`config.mk`:
```
export PLATFORM = sky130hd
export DESIGN_NAME = demux4_stream
export DESIGN_NICKNAME = d
export VERILOG_FILES = /design/src/rtl/demux4_pkg.sv /design/src/rtl/demux4_lane.sv /design/src/rtl/demux4_stream.sv
export SDC_FILE = /design/constraint.sdc
export NUM_CORES = 1
export LEC_CHECK = 0
export ABC_AREA = 0
export CELL_PAD_IN_SITES_DETAIL_PLACEMENT = 1
export CELL_PAD_IN_SITES_GLOBAL_PLACEMENT = 1
export CORE_MARGIN = 1
export CORE_UTILIZATION = 30
export CTS_BUF_LIST = sky130_fd_sc_hd__clkbuf_8
export DETAILED_ROUTE_END_ITERATION = 12
export PLACE_DENSITY = 0.69
export SKIP_CTS_REPAIR_TIMING = 1
export SKIP_LAST_GASP = 1
export SLEW_MARGIN = 10
export SYNTH_ARGS = -nofsm -noshare
export SYNTH_HDL_FRONTEND = slang
export SYNTH_SLANG_ARGS = --single-unit
```
`constraint.sdc`:
```
create_clock -name clk -period 4.76 [get_ports clk]
set_input_delay 0.476 -clock clk [delete_from_list [all_inputs] [get_ports clk]]
set_output_delay 0.476 -clock clk [all_outputs]
set_load 0.01 [all_outputs]
```
`src/rtl/demux4_pkg.sv`:
```
// Shared definitions for the four-lane stream demultiplexer: lane count,
// lane index width, per-lane buffer state and the mode encodings.
package demux4_pkg;

    localparam int LANES      = 4;
    localparam int LANE_IDX_W = 2;

    localparam logic MODE_SEL = 1'b0;
    localparam logic MODE_RR  = 1'b1;

    typedef enum logic {
        EMPTY = 1'b0,
        FULL  = 1'b1
    } lane_state_t;

endpackage

```
`src/rtl/demux4_lane.sv`:
```
// One-entry output buffer for a single lane. A load and a drain in the same
// cycle replace the held word without a bubble.
module demux4_lane
    import demux4_pkg::*;
#(
    parameter int DATA_W = 8
) (
    input  logic              clk,
    input  logic              rst,
    input  logic              load,
    input  logic [DATA_W-1:0] load_data,
    input  logic              out_ready,
    output logic              out_valid,
    output logic [DATA_W-1:0] out_data,
    output logic              can_load
);

    lane_state_t       state;
    lane_state_t       state_next;
    logic [DATA_W-1:0] data_q;

    always_ff @(posedge clk or posedge rst) begin
        if (rst) begin
            state <= EMPTY;
        end else begin
            state <= state_next;
        end
    end

    // A load wins over a drain, so simultaneous drain+load keeps the lane full.
    always_comb begin
        state_next = state;
        if (load) begin
            state_next = FULL;
        end else if (state == FULL && out_ready) begin
            state_next = EMPTY;
        end
    end

    always_ff @(posedge clk or posedge rst) begin
        if (rst) begin
            data_q <= '0;
        end else if (load) begin
            data_q <= load_data;
        end
    end

    assign out_valid = (state == FULL);
    assign out_data  = data_q;
    assign can_load  = (state == EMPTY) || out_ready;

endmodule

```
`src/rtl/demux4_stream.sv`:
```
// Four-lane stream demultiplexer: routes each accepted input word to one lane
// chosen by explicit select or a round-robin pointer.
module demux4_stream
    import demux4_pkg::*;
#(
    parameter int DATA_W = 8
) (
    input  logic                    clk,
    input  logic                    rst,
    input  logic                    in_valid,
    output logic                    in_ready,
    input  logic [DATA_W-1:0]       in_data,
    input  logic [LANE_IDX_W-1:0]   in_sel,
    input  logic                    mode,
    output logic [LANES-1:0]        out_valid,
    input  logic [LANES-1:0]        out_ready,
    output logic [LANES*DATA_W-1:0] out_data,
    output logic [LANE_IDX_W-1:0]   rr_ptr,
    output logic [7:0]              xfer_cnt
);

    logic [LANE_IDX_W-1:0] target;
    logic [LANES-1:0]      lane_load;
    logic [LANES-1:0]      lane_can_load;
    logic                  xfer;

    assign target   = (mode == MODE_SEL) ? in_sel : rr_ptr;
    assign in_ready = lane_can_load[target];
    assign xfer     = in_valid && in_ready;

    for (genvar g = 0; g < LANES; g++) begin : g_lane
        assign lane_load[g] = xfer && (target == LANE_IDX_W'(g));

        demux4_lane #(
            .DATA_W (DATA_W)
        ) u_lane (
            .clk       (clk),
            .rst       (rst),
            .load      (lane_load[g]),
            .load_data (in_data),
            .out_ready (out_ready[g]),
            .out_valid (out_valid[g]),
            .out_data  (out_data[g*DATA_W +: DATA_W]),
            .can_load  (lane_can_load[g])
        );
    end

    // The pointer only moves on round-robin transfers, so switching modes never disturbs it.
    always_ff @(posedge clk or posedge rst) begin
        if (rst) begin
            rr_ptr   <= '0;
            xfer_cnt <= '0;
        end else if (xfer) begin
            xfer_cnt <= xfer_cnt + 8'd1;
            if (mode == MODE_RR) begin
                rr_ptr <= rr_ptr + LANE_IDX_W'(1);
            end
        end
    end

endmodule

```
After elaboration in Yosys (flattened, before gate mapping)
Cells that the tools add are included.
{"block": "totals", "ff_bits": 46, "input_bits": 18, "out_inout_bits": 47}
{"block": "classes", "addsub": 2, "magnitude_cmp": 1, "n_eq_ne": 3, "muxes": 11, "n_bitwise": 4, "n_reduce_logical": 19}
{"op": "logical AND 1 bit", "count": 9}
{"op": "2-to-1 mux 1 bit", "count": 9}
{"op": "adder 8 x 1 -> 8 bit (second input constant)", "count": 1}
{"op": "nonzero test 2 bit", "count": 4}
{"op": "equality test 2 bit (second input constant)", "count": 2}
{"op": "logical OR 1 bit", "count": 4}
{"op": "inverter 1 bit", "count": 4}
{"op": "less-than comparator 2 x 3 -> 1 bit (second input constant)", "count": 1}
{"op": "adder 2 x 1 -> 2 bit (second input constant)", "count": 1}
{"op": "binary-select mux 1 bit (select 2 bit)", "count": 1}
{"op": "equality test 2 x 1 -> 1 bit (second input constant)", "count": 1}
{"op": "zero test 2 bit", "count": 1}
{"op": "2-to-1 mux 2 bit", "count": 1}
{"op": "AND reduction 2 bit", "count": 1}

Depth between registers and ports, before layout
{"block": "depth", "depth_word": 7, "mapped_depth": 5, "mapped_depth_nobuf": 5}

Cells and area by module
From an unflattened synthesis, not the netlist that was laid out.
{"block": "unflattened", "cells_unflattened": 142, "area_unflattened_um2": 2098.3}
{"module": "demux4_lane", "instances": 4, "cells_per_inst": 21, "area_per_inst_um2": 372.9, "seq_area_each_um2": 225.2}
{"module": "demux4_stream", "instances": 1, "cells_per_inst": 58, "area_per_inst_um2": 606.8, "seq_area_each_um2": 250.2}

Least setup slack after synthesis
Ideal clock, no wire load.
{"block": "synth_timing", "path_kind": "input port to output port", "startpoint": "input port mode", "endpoint": "output port in_ready", "t_arrival_ns": 1.354, "setup_slack_ns": 2.929, "path_stages": 3, "n_path_buf": 0, "cell_sequence": "mux2i_2 > mux2i_1 > mux2i_1"}
{"block": "synth_via", "elab_chain_cells": 3}
{"element": "start: declaration", "line_no": "demux4_stream.sv:14", "source": "input logic mode,"}
{"element": "2-to-1 mux 2 bit", "line_no": "demux4_stream.sv:27", "source": "assign target = (mode == MODE_SEL) ? in_sel : rr_ptr;"}
{"element": "binary-select mux 1 bit (select 2 bit)", "line_no": "demux4_stream.sv:28", "source": "assign in_ready = lane_can_load[target];"}
{"element": "2-to-1 mux 1 bit (implied by the code)", "line_no": "demux4_stream.sv:28"}
{"element": "end: declaration", "line_no": "demux4_stream.sv:11", "source": "output logic in_ready,"}
No other way between the ends. The select of a mux whose other input is x is not followed.

Worst setup path in the final report
Ends and elaborated chain as after synthesis.

==> reports/qor.csv <==
stage;metric;value;unit
setup_path;cp_max_fo;6;
final_layout;nNetsFinal;211;
setup_path;timing.rr.end;g_lane[0].u_lane.out_data[3];
yosys;synth_top_area_share;61.2;%
detailed_routing;drc;0;
pwr;p_per_area;662;nW/um^2
timing;tightest_slew;0.957;ns
timing;slew_viol_final;0;
cts;clk_pin_slew;0.08;ns
timing;hold_ws;0.472;ns
cts;cts_root_buffer;clkbuf_8;
yosys;syn_avg_cell_area;15.0;um^2
detailed_routing;post_drt_via_cell_ratio;4.69;
final_layout;fillers;603;
yosys;yosysTopAreaCell;dfrtp_1;
hold_path;hold_path_depth;1;
place;portBuffers;64;
timing;post-route-min-period;3.05;ns
detailed_routing;wirelength;4560;um
timing;hold_viol_final;0;
flow_run;cap_violations;0;
detailed_routing;detail_route.first_pass.iterations;2;
yosys;synth-seq-cells;46;
global_route;top_usage_layer;met2;
setup_path;critical_path_required;4.28;ns
setup_path;rrSetupSlack;2.77;ns
cts;htreeDepth;2;
global_route;antenna_found_initial;0;
final_layout;num_antenna_cells;0;
place;hpwlAfterDp;3340;um
final_layout;ff_latch_area;1150;um^2
pwr;irDropWorstVdd;0.282;mV
hold_path;min_to;xfer_cnt[7];
detailed_routing;num_vias;1258;
timing;rsz0062_at_grt;no;
global_route;first_global_vias;1402;
yosys;synth_edf_count;0;
detailed_routing;dr.first_iter.drc_count;26;
cts;clockBufferDepth;2;
setup_path;arrival;2.57;ns
final_layout;multi_input_area;696;um^2
yosys;synthAdderAreaFrac;0.665;%
floorplanning;die_h;81.2;um
global_route;grt_usage;15.2;%
floorplanning;die-area;6590;um^2
timing;finalSetupTns;0;ns
cts;cts_sinks;46;
yosys;synthFlopType;dfrtp_1;
global_route;gr-total-overflow;0;
detailed_routing;routedWlPerCell;17.0;um
yosys;synth_warnings;0;
yosys;syn_area;1880;um^2
pwr;power.leakage;1.14;nW
yosys;postSynth.asyncResetShare;100;%
yosys;yosysMostFrequentCell;dfrtp_1;
yosys;synth_mux_area_share;22.6;%
floorplanning;die_w;81.2;um
yosys;syn_inst;125;
yosys;yosysSeqAreaShare;61.2;%
yosys;synth_compound_area_share;1.06;%
setup_path;start_kind;input port;
detailed_routing;antenna_left;0;
hold_path;worstHoldStart;xfer_cnt[7];
cts;clk_latency;0.29;ns
yosys;yosys.area_share.simple;8.45;%
final_layout;area_delta_synth_final;43.2;%
setup_path;regToRegStartpoint;rr_ptr[1];
setup_path;rr_worst_depth;3;
yosys;synth.distinct_cells;20;
yosys;synth_top_family_by_area;multiplexers;
setup_path;path_class;input port to primary output;
timing;finClkSkew;0.00422;ns
global_route;grt_util_met3;5.84;%
yosys;synth_area_leaders;dfrtp_1 (61%), mux2_2 (20%), xnor2_1 (3.7%), mux2i_1 (2.1%), nand2b_1 (1.7%);
place;place_congestion;0.710;
yosys;ys_top_cells_by_count;dfrtp_1 (46), mux2_2 (33), nand2_1 (8), xnor2_1 (8), nand2b_1 (5);
final_layout;drive_above_1_share;24.9;%
timing;fmax;328;MHz
yosys;syn-num-nets;144;
outcome;status;completed;
yosys;synth-xor-area-share;4.19;%
timing;fin_crit_sh;64.0;%
floorplanning;core;5990;um^2
timing;setup_viol;0;
cts;cts_buffers;5;
floorplanning;io_pins;65;
setup_path;crit_path_end_kind;primary output;
floorplanning;initial_core_util;31.4;%
timing;max_slew_margin;36.1;%
hold_path;hp-class;flop to flop;
cts;cts_tree;done;
global_route;grt_use_met2;25.4;%
global_route;grt_max_degree;47;
floorplanning;std_cell_rows;28;
global_route;use_met1;18.1;%
global_route;grt_pass1_wl;7310;um
## critical path, cell delays in order
cell and delay, ns:
clkdlybuf4s50_1 0.58, mux2i_2 0.45, mux2i_1 0.42, mux2i_1 0.15, clkdlybuf4s50_1 0.50
## per-layer routing
metal	vias to the layer above	part of all wire, %
met1	639	41
met4	0	1.0
met5	-	0
met3	6	7.1
met2	43	51
li1	570	-
## cells by family after synthesis
family                     Yosys count
DFF                                 46
buffers and inverters                5
and+or+nand+nor                     25
adders and majority gates            1
muxes                               38
AOI/OAI and AO/OA                    1
xor gates and xnor gates             9
## where the power goes
group | switching [mW] | total, mW | internal, mW
sequential | 0.127 | 0.703 | 0.575
combinational | 0.309 | 0.803 | 0.494
clock | 0.124 | 0.279 | 0.154
## cell type report
cell class              count  area share, %
clock inverters             3           1.49
inverters                   1          0.139
clock buffers               5           2.55
multi-input cells          74           25.8
well taps                  75           3.48
flip-flops and latches     46           42.7
repair buffers             64           23.8
## cell usage in the layout (no fill, tap or decap), types with 2 or more instances in the layout
| cell type | n |
|---|---|
| clkdlybuf4s50_1 | 64 |
| dfrtp_1 | 46 |
| mux2_2 | 33 |
| nand2_1 | 8 |
| xnor2_1 | 8 |
| nand2b_1 | 5 |
| clkbuf_8 | 5 |
| mux2i_1 | 4 |
| nand4_1 | 4 |
| and3_1 | 2 |
| clkinv_2 | 2 |
## through the flow
stage	total power, mW	setup slack, ns	instances	util, %	cell area [um^2]
3_3_place_gp	1.48	1.83	260	43.1	2580
6_report	1.78	1.71	268	45.0	2690
3_5_place_dp	1.52	1.70	260	43.1	2580
4_1_cts	1.81	1.69	268	45.0	2690
2_1_floorplan	1.05	2.93	125	-	1880
5_1_grt	1.90	1.55	268	45.0	2690
## worst max-delay path by stage
stage                     slack, ns  start  cells past startpoint        to
after floorplan                2.93   mode                      3  in_ready
after detailed placement       1.70   mode                      5  in_ready
final                          1.71   mode                      5  in_ready
after global placement         1.83   mode                      5  in_ready
after CTS                      1.69   mode                      5  in_ready
after global routing           1.55   mode                      5  in_ready
## state kept, by name, summed over array words and instances, names as in the netlist
register,cells
xfer_cnt,8
rr_ptr,2
g_lane.u_lane.out_data,32
g_lane.u_lane.out_valid,4
No activity file was read; power rests on OpenSTA's default activity.
